File: config.mk
export PLATFORM = sky130hd
export DESIGN_NAME = jtag_dma_cmd_ctrl
export DESIGN_NICKNAME = d
export VERILOG_FILES = /design/src/rtl/jtag_dma_cmd_ctrl.sv
export SDC_FILE = /design/constraint.sdc
export NUM_CORES = 1
export LEC_CHECK = 0
export BUFFER_PORTS_ARGS = -buffer_cell sky130_fd_sc_hd__buf_2
export CORE_ASPECT_RATIO = 1.5
export CORE_MARGIN = 1.5
export CORE_UTILIZATION = 49
export DETAILED_ROUTE_END_ITERATION = 10
export GPL_ROUTABILITY_DRIVEN = 0
export GPL_TIMING_DRIVEN = 0
export PLACE_DENSITY = 0.87
export SYNTH_ARGS = -nofsm -noshare
export SYNTH_HDL_FRONTEND = slang
export SYNTH_SLANG_ARGS = --single-unit
File: constraint.sdc
create_clock -name clock -period 4.4 [get_ports clock]
set_clock_uncertainty 0.2 [all_clocks]
set_input_delay 0.88 -clock clock [delete_from_list [all_inputs] [get_ports clock]]
set_output_delay 0.88 -clock clock [all_outputs]
set_load 0.02 [all_outputs]
File: src/rtl/jtag_dma_cmd_ctrl.sv
// Single-word JTAG command controller that sits in front of the bus-master DMA.
// The optional auto-increment read opcode is compiled in with JTAG_DMA_AUTOINC_EN.
module jtag_dma_cmd_ctrl #(
    parameter int unsigned TIMEOUT_CYCLES = 1024,
    parameter logic [8:0]  BUF_SLOT       = 9'h000
) (
    input  logic        clock,
    input  logic        reset,
    input  logic        cmd_valid,
    output logic        cmd_ready,
    input  logic [1:0]  cmd_opcode,
    input  logic [31:0] cmd_address,
    input  logic [3:0]  cmd_byte_enable,
    input  logic [31:0] cmd_wdata,
    output logic        rsp_valid,
    input  logic        rsp_ready,
    output logic [31:0] rsp_data,
    output logic [1:0]  rsp_status,
    output logic        ipcore_dataReady,
    output logic        ipcore_readReady,
    output logic [3:0]  ipcore_byteEnable,
    output logic [31:0] ipcore_address_to_read,
    input  logic        ipcore_switch_ready,
    input  logic        bus_error,
    output logic [8:0]  buf_address,
    output logic [31:0] buf_dataIn,
    output logic        buf_writeEnable,
    input  logic [31:0] buf_dataOut,
    output logic [2:0]  o_dbg_state
);

    // Handshakes: a command or response transfers on the rising clock edge where valid and
    // ready are both high; the valid side holds its payload stable until that edge.

    typedef enum logic [2:0] {
        ST_IDLE       = 3'd0,
        ST_BUF_WRITE  = 3'd1,
        ST_ISSUE      = 3'd2,
        ST_WAIT_START = 3'd3,
        ST_WAIT_DONE  = 3'd4,
        ST_BUF_READ   = 3'd5,
        ST_CAPTURE    = 3'd6,
        ST_RESP       = 3'd7
    } state_t;

    localparam logic [1:0] OP_NOP     = 2'b00;
    localparam logic [1:0] OP_WRITE   = 2'b01;
    localparam logic [1:0] OP_READ    = 2'b10;
    localparam logic [1:0] OP_AUTOINC = 2'b11;

    localparam logic [1:0] STS_OK      = 2'd0;
    localparam logic [1:0] STS_BUS_ERR = 2'd1;
    localparam logic [1:0] STS_TIMEOUT = 2'd2;
    localparam logic [1:0] STS_ILLEGAL = 2'd3;

    localparam logic [15:0] TMO_LAST = 16'(TIMEOUT_CYCLES - 1);

    state_t      r_state;
    logic        r_is_write;
    logic [31:0] r_addr;
    logic [3:0]  r_be;
    logic [31:0] r_wdata;
    logic        r_err;
    logic [15:0] r_tmo;
    logic [31:0] r_rsp_data;
    logic [1:0]  r_rsp_status;
`ifdef JTAG_DMA_AUTOINC_EN
    logic [31:0] r_last_addr;
    logic [31:0] w_inc_addr;
`endif

    state_t      w_next;
    logic        w_accept;
    logic        w_strobe;
    logic        w_rsp_load;
    logic [1:0]  w_rsp_status;
    logic        w_active;
    logic        w_err;
    logic        w_tmo;
    logic        w_sr;

    assign w_active = (r_state == ST_ISSUE) || (r_state == ST_WAIT_START) ||
                      (r_state == ST_WAIT_DONE);
    // A bus error seen this cycle counts as immediately as one already latched.
    assign w_err    = r_err | bus_error;
    assign w_tmo    = (r_tmo >= TMO_LAST);
    assign w_sr     = ipcore_switch_ready;
`ifdef JTAG_DMA_AUTOINC_EN
    assign w_inc_addr = r_last_addr + 32'd4;
`endif

    always_comb begin
        w_next       = r_state;
        w_accept     = 1'b0;
        w_strobe     = 1'b0;
        w_rsp_load   = 1'b0;
        w_rsp_status = STS_OK;
        case (r_state)
            ST_IDLE: begin
                if (cmd_valid) begin
                    w_accept = 1'b1;
                    case (cmd_opcode)
                        OP_WRITE: w_next = ST_BUF_WRITE;
                        OP_READ:  w_next = ST_ISSUE;
                        OP_AUTOINC: begin
`ifdef JTAG_DMA_AUTOINC_EN
                            w_next = ST_ISSUE;
`else
                            w_next       = ST_RESP;
                            w_rsp_load   = 1'b1;
                            w_rsp_status = STS_ILLEGAL;
`endif
                        end
                        default: begin
                            w_next       = ST_RESP;
                            w_rsp_load   = 1'b1;
                            w_rsp_status = STS_OK;
                        end
                    endcase
                end
            end
            ST_BUF_WRITE: w_next = ST_ISSUE;
            ST_ISSUE, ST_WAIT_START, ST_WAIT_DONE: begin
                // Priority: bus error, then timeout, then normal progress.
                if (w_err && w_sr) begin
                    w_next       = ST_RESP;
                    w_rsp_load   = 1'b1;
                    w_rsp_status = STS_BUS_ERR;
                end else if (w_tmo) begin
                    w_next       = ST_RESP;
                    w_rsp_load   = 1'b1;
                    w_rsp_status = w_err ? STS_BUS_ERR : STS_TIMEOUT;
                end else if (r_state == ST_ISSUE) begin
                    if (w_sr) begin
                        w_strobe = 1'b1;
                        w_next   = ST_WAIT_START;
                    end
                end else if (r_state == ST_WAIT_START) begin
                    if (!w_sr) w_next = ST_WAIT_DONE;
                end else if (w_sr) begin
                    if (r_is_write) begin
                        w_next       = ST_RESP;
                        w_rsp_load   = 1'b1;
                        w_rsp_status = STS_OK;
                    end else begin
                        w_next = ST_BUF_READ;
                    end
                end
            end
            ST_BUF_READ: w_next = ST_CAPTURE;
            ST_CAPTURE: begin
                w_next       = ST_RESP;
                w_rsp_load   = 1'b1;
                w_rsp_status = STS_OK;
            end
            ST_RESP: begin
                if (rsp_ready) w_next = ST_IDLE;
            end
            default: w_next = ST_IDLE;
        endcase
    end

    always_ff @(posedge clock or negedge reset) begin
        if (!reset) begin
            r_state      <= ST_IDLE;
            r_is_write   <= 1'b0;
            r_addr       <= '0;
            r_be         <= '0;
            r_wdata      <= '0;
            r_err        <= 1'b0;
            r_tmo        <= '0;
            r_rsp_data   <= '0;
            r_rsp_status <= '0;
`ifdef JTAG_DMA_AUTOINC_EN
            r_last_addr  <= '0;
`endif
        end else begin
            r_state <= w_next;
            if (w_accept) begin
                r_is_write   <= (cmd_opcode == OP_WRITE);
                r_addr       <= cmd_address;
                r_be         <= cmd_byte_enable;
                r_wdata      <= cmd_wdata;
                r_err        <= 1'b0;
                r_rsp_data   <= '0;
                r_rsp_status <= STS_OK;
`ifdef JTAG_DMA_AUTOINC_EN
                if (cmd_opcode == OP_AUTOINC) begin
                    r_addr      <= w_inc_addr;
                    r_last_addr <= w_inc_addr;
                end else if (cmd_opcode != OP_NOP) begin
                    r_last_addr <= cmd_address;
                end
`endif
            end
            if (w_active && bus_error) r_err <= 1'b1;
            // The timeout window restarts every time ISSUE is entered and saturates.
            if ((w_next == ST_ISSUE) && (r_state != ST_ISSUE)) begin
                r_tmo <= '0;
            end else if (w_active && (r_tmo != 16'hFFFF)) begin
                r_tmo <= r_tmo + 16'd1;
            end
            if (w_rsp_load) r_rsp_status <= w_rsp_status;
            if (r_state == ST_CAPTURE) r_rsp_data <= buf_dataOut;
        end
    end

    assign cmd_ready              = (r_state == ST_IDLE) && reset;
    assign rsp_valid              = (r_state == ST_RESP);
    assign rsp_data               = r_rsp_data;
    assign rsp_status             = r_rsp_status;
    assign ipcore_dataReady       = w_strobe && r_is_write;
    assign ipcore_readReady       = w_strobe && !r_is_write;
    assign ipcore_byteEnable      = w_active ? r_be : 4'd0;
    assign ipcore_address_to_read = w_active ? r_addr : 32'd0;
    assign buf_writeEnable        = (r_state == ST_BUF_WRITE);
    assign buf_address            = ((r_state == ST_BUF_WRITE) || (r_state == ST_BUF_READ)) ?
                                    BUF_SLOT : 9'd0;
    assign buf_dataIn             = (r_state == ST_BUF_WRITE) ? r_wdata : 32'd0;
    assign o_dbg_state            = r_state;

endmodule

Word level (Yosys, flattened, before mapping)
Index checks and enable logic that the tools add are counted.
- add/subtract/negate cells: 1
- $lt $le $gt $ge: 1
- equality and inequality tests: 13
- mux-type cells: 45
- bitwise gates (word level): 1
- reductions and logical operators: 17
- operators with widths (operator ; number):
    32-bit 2-to-1 mux ; 4
    16-bit 2-to-1 mux ; 2
    3-bit 2-to-1 mux ; 9
    3-bit case mux with 6 select lines ; 1
    1-bit 2-to-1 mux ; 17
    16-bit by 1-bit adder with 16-bit output (second input constant) ; 1
    16-bit by 10-bit greater-or-equal comparator with 1-bit output (second input constant) ; 1
    2-bit 2-to-1 mux ; 8
    16-bit inequality test (second input constant) ; 1
    3-bit == test (second input constant) ; 4
    3-bit by 2-bit == test with 1-bit output (second input constant) ; 3
    2-bit nonzero test ; 4
    1-bit logical AND ; 7
    3-bit case mux with 2 select lines ; 1
    2-bit == test (second input constant) ; 2
    4-bit 2-to-1 mux ; 1
    2-bit case mux with 2 select lines ; 1
    3-bit by 1-bit == test with 1-bit output (second input constant) ; 1
    3-bit logical NOT ; 1
    3-bit by 2-bit inequality test with 1-bit output (second input constant) ; 1
    1-bit case mux with 3 select lines ; 1
    3-bit OR reduction ; 1
    2-bit by 1-bit == test with 1-bit output (second input constant) ; 1
    1-bit logical OR ; 2
    3 further kinds ; 3
- register bits after elaboration: 123
- input bits: 108
- output and inout port bits: 119
- logic and storage cells: 87

Longest topological paths before layout
Gate-level depths: netlist of run 1.
- depth after elaboration: 10
- depth in mapped cells: 8
- gate-level depth less buffers: 7

Worst setup path after synthesis of run 1
No wires, ideal clock.
- path type: register to output
- start: reg r_state[2], in the netlist o_dbg_state[2]
- end: out buf_dataIn[22]
- data arrival time: 1862 ps
- required time: 3320 ps
- path slack: 1458 ps
- stages on the path, launching flop included: 6
- path buffers: 3
- cell sequence: dfrtp_1 -> buf_2 -> clkbuf_1 -> nor3b_1 -> clkbuf_1 -> and2_1
- longest elaborated chain between the ends: 2
- ends and longest elaborated chain (item ; RTL line ; text):
    start: declaration ; 58 ; state_t r_state;
    start signal: assignment ; 178 ; r_state <= w_next;
    3-bit by 1-bit == test with 1-bit output ; - ;
    via buf_writeEnable ; 27 ; output logic buf_writeEnable,
    32-bit 2-to-1 mux ; 219 ; assign buf_dataIn = (r_state == ST_BUF_WRITE) ? r_wdata : 32'd0;
    end: declaration ; 26 ; output logic [31:0] buf_dataIn,
The timed path passes the listed nets, and every way through them passes these cells.

Worst setup path in the final report of run 1
- start: reg r_state[2], in the netlist o_dbg_state[2]
- end: out ipcore_address_to_read[22]
- longest elaborated chain between the ends: 4
- elaborated cells on any way between the ends: 6
- those cells by class: eq/ne: 3; mux: 1; reduce/logical: 2
- ends and longest elaborated chain (item ; RTL line ; text):
    3-bit by 2-bit == test with 1-bit output ; 82 ; assign w_active = (r_state == ST_ISSUE) || (r_state == ST_WAIT_START) ||
    1-bit logical OR ; 82 ;
    1-bit logical OR (*) ; 82 ;
    32-bit 2-to-1 mux (*) ; 215 ; assign ipcore_address_to_read = w_active ? r_addr : 32'd0;
    end: declaration ; 22 ; output logic [31:0] ipcore_address_to_read,
Every way passes the cells marked *; elsewhere a longest branch is shown, timed or not.

==> impl_metrics.json, run 1 <==
{
  "maxCapViolCount": 0,
  "crit_path_end_kind": "output port",
  "vdd_ir_drop_max_v": 0.000453,
  "power.leakage_nw": 3.83,
  "htreeDepth": 4,
  "setup_tns_ns": 0,
  "antenna_found_initial": 0,
  "fp.dieH_um": 135,
  "die_w_um": 90.8,
  "nets": 826,
  "io_pins": 227,
  "vias_per_cell": 5.27,
  "drtIter0Drc": 310,
  "grt_pass1_vias": 4906,
  "seq_area_frac_synth_pct": 54.3,
  "grt_max_degree": 107,
  "numCtsBuffers": 17,
  "dp_hpwl_mm": 10.8,
  "grt_overflow": 0,
  "synth-edff-count": 0,
  "first_pass_iters": 4,
  "area_growth_pct": 33.9,
  "syn_inst": 470,
  "clkLatencyLatePin_ns": 0.40,
  "hold_slack_ns": 0.106,
  "place_area_um2": 7000,
  "num_vias": 4603,
  "worst_ep_required_time_ns": 3.32,
  "timing.final.crit_share_pct": 84.3,
  "slew_viol_final": 0,
  "portBuffers": 216,
  "grtUsageTotal_pct": 24.2,
  "syn_avg_cell_area_um2": 12.1,
  "synth-main-ff-cell": "dfrtp_1",
  "p_per_area_nw_per_um2": 772,
  "worst_pin_slew_ns": 0.787,
  "hp-class": "in2async",
  "fill_cells": 810,
  "cts_resized": 0,
  "critPathMaxFanout": 10,
  "die-area_um2": 12200,
  "start_util_pct": 50.7,
  "drive_above_1_share_pct": 46.6,
  "final_cell_mix": "buf_2 (225), dfrtp_1 (123), and2_1 (70), mux2_2 (68), a22o_1 (32)",
  "holdBufCountCts": 0,
  "cts_setup_buffers": 0,
  "drc": 0,
  "layout_commonest_cell": "buf_2",
  "rsz0062_at_grt": "no",
  "yosys.cell_types.count": 45,
  "grt_pass1_wl_mm": 23.5,
  "relSlewSlack_pct": 47.1,
  "synth_seq_cells": 123,
  "wl_per_cell_um": 16.7,
  "startpoint_type": "register",
  "place_ws_ns": 1.11,
  "cts-root-buf": "clkbuf_16",
  "fmax_mhz": 270,
  "num_rows": 47,
  "antenna_cells": 0,
  "cts_tree": "yes",
  "yosys_warnings": 0,
  "synth_area_um2": 5670,
  "coreArea_um2": 11200,
  "timing.final.ws_setup_ns": 0.692,
  "clockBufferDepth": 2,
  "synth-async-reset-ratio_pct": 100,
  "setup_viol": 0,
  "postRouteAntennaNets": 0,
  "fin_crit_ns": 3.71,
  "design_area_um2": 7590,
  "clk_pin_slew_worst_paths_ns": 0.06,
  "critPathKind": "reg2out",
  "status": "finished clean",
  "hold_viol": 0,
  "numClockSinks": 123,
  "worst_ep_arrival_time_ns": 2.63,
  "wirelength_mm": 14.6
}
-- registers in the layout (all words and copies together), names as in the netlist --
name / cells
o_dbg_state: 3
r_addr: 32
r_be: 4
r_err: 1
r_is_write: 1
r_tmo: 16
r_wdata: 32
rsp_data: 32
rsp_status: 2
-- routing by layer --
layer  vias to the layer above  part of all wire [%]  track usage, %
li1                       2142                     -               -
met1                      2225                    37            26.5
met2                       198                    53            43.1
met3                        38                   5.9            7.26
met4                         0                   3.5            11.0
met5                         -                     0               0
-- through the flow --
stage               cells  util [%]  power [W]
floorplan             478         -    0.00365
global placement      841      62.3    0.00432
detailed placement    842      62.6    0.00447
CTS                   874      67.9    0.00589
global route          874      67.9    0.00620
finish                874      67.9    0.00586
-- final timing paths --
kind / start / to / slack, ns / depth (start not counted)
worst max-delay path: o_dbg_state[2] / ipcore_address_to_read[22] / 0.69 / 7
worst min-delay path: reset / r_wdata[3] / 0.11 / 1
worst max register to register: r_tmo[0] / r_tmo[8] / 1.54 / 7
worst min register to register: rsp_data[17] / rsp_data[17] / 0.29 / 1
max in group asynchronous: reset / r_addr[28] / 3.13 / 2
min in group clock: rsp_data[17] / rsp_data[17] / 0.29 / 1
-- final cells by class --
cell class | count | area [µm²] | share of cell area [%]
Sequential cell | 123 | 3080 | 40.5
Clock inverter | 10 | 140 | 1.85
Tap cell | 147 | 184 | 2.42
Timing Repair Buffer | 217 | 1110 | 14.7
Buffer | 39 | 200 | 2.64
Clock buffer | 22 | 454 | 5.98
Inverter | 5 | 18.8 | 0.247
Multi-Input combinational cell | 311 | 2400 | 31.6
-- cells by family after synthesis --
logic type	after synthesis	synth area share, %
and+or+nand+nor	141	14.8
DFF	123	54.3
AOI/OAI and AO/OA	73	10.0
muxes	70	13.9
buffers and inverters	44	3.86
xor gates and xnor gates	14	2.16
adders and majority gates	4	0.883
other	1	0.0662
-- Yosys cell counts (all sizes together), types with 2 or more instances --
cell type	count	share of area, %
a21o	2	0.26
a21oi	17	1.5
a22o	32	4.9
a31oi	2	0.22
a32o	3	0.53
and2	70	7.7
and3	3	0.33
buf	21	2.3
clkbuf	18	1.2
dfrtp	123	54
ha	4	0.88
inv	5	0.33
mux2	68	14
mux2i	2	0.35
nand2	12	0.79
nand2b	3	0.33
nand3	7	0.62
nand4	4	0.44
nor2	7	0.46
nor2b	2	0.22
nor3	4	0.35
nor3b	4	0.53
nor4	11	1.2
nor4b	4	0.62
o21ai	6	0.53
o31ai	3	0.40
or2	4	0.44
or3	3	0.33
xnor2	13	2.0
-- power by group --
group,internal (W),switching [W]
Combinational,0.00104,0.00142
Clock,0.000908,0.000495
Sequential,0.00167,0.000331
-- worst max-delay path, stage by stage (launching register included) --
cell	delay [ns]
dfrtp_1	0.36
buf_2	0.20
clkbuf_1	0.34
a21o_1	0.20
clkbuf_1	0.35
clkbuf_1	0.39
and2_1	0.19
buf_2	0.18
Power figures use the tool's default switching activity.
==> inputs of run 2 (changes only) <==
- CORE_UTILIZATION: 49 -> 44
- PLACE_DENSITY: 0.87 -> 0.83
- clock period: 4.4 -> 3.2 ns (I/O delays scaled with it)
==> run 2 against run 1 <==
  * Largest power group unchanged
  * Critical path depth is the same
  * Sequential share of layout area shrank 0.55 points
  * Via count grew 0.67%
  * Global-route usage shrank 0.66 points
  * Critical path type unchanged
  * Critical endpoint is now ipcore_readReady
  * Clock power grew 32%
==> impl_metrics.json, run 2 (synthesis results as in run 1) <==
{
  "antenna_found_initial": 0,
  "path_cells": "ha_2 -> nand3_4 -> nor3_2 -> or2_2 -> nor4_2 -> and2_1 -> buf_2",
  "coreArea_um2": 12500,
  "drtIter0Drc": 279,
  "slowest_stage": "dfrtp_1",
  "final_cell_mix": "buf_2 (225), dfrtp_1 (123), and2_1 (70), mux2_2 (68), a22o_1 (32)",
  "timing.final.crit_share_pct": 96.7,
  "postRouteAntennaNets": 0,
  "die-area_um2": 13600,
  "status": "finished clean",
  "htreeDepth": 4,
  "grt_overflow": 0,
  "grt_pass1_wl_mm": 24.5,
  "numCtsBuffers": 17,
  "clockBufferDepth": 2,
  "grt_pass1_vias": 4898,
  "drc": 0,
  "io_pins": 227,
  "wirelength_mm": 15.5,
  "wl_per_cell_um": 17.5,
  "antenna_cells": 0,
  "nets": 829,
  "worst_pin_slew_ns": 0.692,
  "final_util_pct": 61.5,
  "hold_viol": 0,
  "crit_path_end_kind": "output port",
  "fin_crit_ns": 3.09,
  "die_w_um": 95.7,
  "grt_max_degree": 92,
  "worst_ep_required_time_ns": 2.36,
  "slowest_delay_ns": 0.43,
  "rsz0062_at_grt": "no",
  "fmax_mhz": 323,
  "critPathMaxFanout": 8,
  "worst_ep_arrival_time_ns": 2.25,
  "cts_tree": "yes",
  "fill_cells": 996,
  "seq_area_um2": 3080,
  "fp.dieH_um": 142,
  "multiInputGateArea_um2": 2440,
  "vias_per_cell": 5.23,
  "maxCapViolCount": 0,
  "vdd_ir_drop_max_v": 0.000842,
  "drive_above_1_share_pct": 49.0,
  "critPathKind": "reg2out",
  "relSlewSlack_pct": 53.4,
  "p_total_w": 0.00810,
  "hp-class": "in2reg",
  "setup_viol": 0,
  "clk_pin_slew_worst_paths_ns": 0.06,
  "num_vias": 4634,
  "area_growth_pct": 35.8,
  "startpoint_type": "register",
  "clkLatencyLatePin_ns": 0.41,
  "power.leakage_nw": 3.88,
  "cts-root-buf": "clkbuf_16",
  "first_pass_iters": 4,
  "grtUsageTotal_pct": 23.6,
  "setup_tns_ns": 0,
  "slew_viol_final": 0,
  "dp_hpwl_mm": 11.1,
  "p_per_area_nw_per_um2": 1050,
  "portBuffers": 216,
  "num_rows": 50,
  "numClockSinks": 123,
  "start_util_pct": 45.3,
  "layout_commonest_cell": "buf_2"
}
-- run 2: cell types whose count changed in the layout (fill, tap and decap cells not counted), moves of 2 or more --
cell	delta
buf_4	+2
bufinv_16	-2
clkbuf_1	-11
clkbuf_2	+6
clkbuf_8	+2
clkinvlp_4	+2
inv_6	+2
-- run 2: through the flow --
stage	hold WS, ns	area, µm²	setup slack (ns)	instances
global placement	0.276	6970	-0.878	850
finish	0.248	7690	0.107	886
detailed placement	0.277	7010	0.138	851
floorplan	0.144	5700	0.498	478
CTS	0.233	7640	-0.000871	883
global route	0.239	7690	0.0176	886
-- run 2: final cells by class --
type | instances | share of cell area, %
Timing Repair Buffer | 222 | 15.4
Sequential cell | 123 | 40.0
Clock buffer | 21 | 6.11
Inverter | 5 | 0.244
Buffer | 37 | 2.60
Tap cell | 156 | 2.54
Clock inverter | 11 | 1.40
Multi-Input combinational cell | 311 | 31.7
-- run 2: what timing repair did --
action	in CTS	in global routing
setup buffers	0	2
pin swaps	0	1
hold buffers	2	0
resized for setup	7	12
endpoints found under the setup margin	61	39
hold endpoints to repair	33	0
cloned	0	1
-- run 2: metal layers --
metal / wire (µm) / part of all wire [%] / GRT usage (%)
met1: 5790 / 37 / 26.4
met2: 8280 / 53 / 40.2
met3: 886 / 5.7 / 7.75
met4: 572 / 3.7 / 10.2
met5: 0 / 0 / 0
-- run 2: critical path: cells and delay by family, from the launching register on --
| family | cells | cell delay [ns] |
|---|---|---|
| DFF | 1 | 0.43 |
| buffers and inverters | 1 | 0.17 |
| and+or+nand+nor | 5 | 1.00 |
| adders and majority gates | 1 | 0.24 |
-- run 2: path summary, 6_finish.rpt --
path                                      from                to  slack, ns  depth (start not counted)
worst max-delay path                  r_tmo[0]  ipcore_readReady       0.11                          7
worst min register to register     rsp_data[7]       rsp_data[7]       0.29                          1
worst min-delay path            buf_dataOut[9]       rsp_data[9]       0.25                          2
worst max register to register  o_dbg_state[2]       r_wdata[31]       0.54                          5
min in group asynchronous                reset       r_wdata[23]       0.62                          3
max in group asynchronous                reset        r_addr[29]       1.91                          3
-- run 2: power by group --
part / internal, W / switching [W] / leakage [nW] / total [W]
clock: 0.00114 / 0.000715 / 0.281 / 0.00185
combinational: 0.00150 / 0.00200 / 2.07 / 0.00350
sequential: 0.00229 / 0.000461 / 1.53 / 0.00275
total: 0.00493 / 0.00317 / 3.88 / 0.00810
==> inputs of run 3 (changes only) <==
- CAP_MARGIN: not set -> 20
- CORE_UTILIZATION: 44 -> 37
- PLACE_DENSITY: 0.83 -> 0.72
==> run 3 against run 2 <==
  * Power rose by 0.20%
  * Cell count is 4.5% higher
  * Highest routed layer is now met5
  * Via count is 2.3% lower
  * First-iteration DRC count fell by 41%
==> impl_metrics.json, run 3 (synthesis results as in run 1) <==
{
  "first_pass_iters": 4,
  "fmax_mhz": 329,
  "p_per_area_nw_per_um2": 1050,
  "maxCapViolCount": 0,
  "coreArea_um2": 15000,
  "num_rows": 55,
  "swShare_pct": 37.9,
  "vdd_ir_drop_max_v": 0.000606,
  "num_vias": 4526,
  "drc": 0,
  "clkPwrFrac_pct": 24.9,
  "grt_pass1_wl_mm": 22.8,
  "post_layout_nonfiller_instances": 926,
  "worst_pin_slew_ns": 0.799,
  "critPathKind": "reg2out",
  "fill_cells": 1395,
  "startpoint_type": "register",
  "rsz0062_at_grt": "no",
  "numClockSinks": 123,
  "postRouteAntennaNets": 0,
  "internal_power_w": 0.00504,
  "relSlewSlack_pct": 46.2,
  "power.leakage_nw": 3.87,
  "critPathMaxFanout": 6,
  "grtUsageTotal_pct": 18.1,
  "htreeDepth": 4,
  "grt_max_degree": 78,
  "worst_ep_required_time_ns": 2.36,
  "numCtsBuffers": 17,
  "setup_viol": 0,
  "portBuffers": 216,
  "io_pins": 227,
  "cts_tree": "yes",
  "wl_per_cell_um": 15.3,
  "p_sw_w": 0.00308,
  "area_growth_pct": 36.9,
  "antenna_found_initial": 2,
  "start_util_pct": 37.8,
  "drtIter0Drc": 165,
  "vias_per_cell": 4.89,
  "layout_commonest_cell": "buf_2",
  "die_w_um": 104,
  "nets": 826,
  "hp-class": "in2reg",
  "final_cell_mix": "buf_2 (225), dfrtp_1 (123), and2_1 (70), mux2_2 (68), a22o_1 (32)",
  "dp_cells": 894,
  "p_total_w": 0.00812,
  "clkLatencyLatePin_ns": 0.41,
  "wirelength_mm": 14.2,
  "fp.dieH_um": 155,
  "status": "finished clean",
  "drive_above_1_share_pct": 48.6,
  "slew_viol_final": 0,
  "hold_viol": 0,
  "dp_hpwl_mm": 10.4,
  "cts-root-buf": "clkbuf_16",
  "grt_overflow": 0,
  "pwr-share-comb_pct": 41.8,
  "clk_pin_slew_worst_paths_ns": 0.06,
  "fin_crit_ns": 3.04,
  "crit_path_end_kind": "output port",
  "timing.final.crit_share_pct": 95.1,
  "worst_ep_arrival_time_ns": 2.20,
  "grt_pass1_vias": 4650,
  "clockBufferDepth": 2,
  "share_seq_of_total_power_pct": 33.3,
  "die-area_um2": 16100
}
[run 3: cell types whose count changed in the layout (fill, tap and decap cells not counted), sizes merged]
cell,delta
diode,+1
inv,-2
clkbuf,-4
clkinv,+1
bufinv,+3
buf,-2
[run 3: area by class of cell]
cell class	count	area (µm²)	share of cell area, %
antenna	1	2.50	0.0322
buffer	37	199	2.56
clock buffer	18	429	5.53
clock inverter	13	193	2.48
inverter	5	18.8	0.242
multi-input combinational	311	2440	31.4
sequential	123	3080	39.7
tap	199	249	3.21
timing repair buffer	219	1150	14.8
[run 3: metal layers]
layer / share of wire (%) / track usage (%) / wire length [µm] / vias to the layer above
li1: - / - / - / 2142
met1: 38 / 19.7 / 5370 / 2176
met2: 53 / 32.2 / 7540 / 169
met3: 6.0 / 5.31 / 849 / 37
met4: 2.9 / 8.33 / 413 / 2
met5: 0.049 / 0 / 7 / -
[run 3: worst paths after layout]
kind                                      start          endpoint  slack [ns]  cells past startpoint
min in group asynchronous                 reset         r_addr[9]        0.57                      3
worst max register to register   o_dbg_state[2]       r_wdata[28]        0.39                      5
max in group asynchronous                 reset        r_addr[30]        1.87                      3
worst min-delay path            buf_dataOut[24]      rsp_data[24]        0.25                      2
worst min register to register     rsp_data[26]      rsp_data[26]        0.29                      1
worst max-delay path                  r_tmo[14]  ipcore_readReady        0.16                      6
[run 3: stage by stage]
stage          worst slack [ns]  hold WS (ns)  TNS, ns  cell area (µm²)  utilization, %
4_1_cts                  0.0112         0.232        0             7740            51.6
6_report                  0.157         0.248        0             7760            51.7
3_3_place_gp             -0.978         0.277   -40.83             7030            46.8
5_1_grt                 0.00968         0.235        0             7760            51.7
2_1_floorplan             0.498         0.144        0             5700               -
3_5_place_dp             0.0701         0.278        0             7060            47.1
[run 3: repair_timing]
action | 4_1_cts | 5_1_grt
resized for setup | 6 | 11
endpoints found under the hold margin | 47 | 0
pin swaps | 0 | 0
buffers inserted | 0 | 0
hold buffers | 2 | 0
endpoints found under the setup margin | 64 | 32
[run 3: power by group through the flow]
stage	combinational [W]	clock, W	sequential (W)
global route	0.00370	0.00213	0.00281
global placement	0.00334	0	0.00269
finish	0.00339	0.00202	0.00270
detailed placement	0.00341	0	0.00270
floorplan	0.00214	0	0.00287
CTS	0.00342	0.00206	0.00270
[run 3: critical path, stage by stage, from the launching register on]
cell     delay [ns]
dfrtp_1        0.41
nor4_1         0.29
nand2_1        0.19
or2_2          0.34
nor4_2         0.23
and2_1         0.16
buf_2          0.17
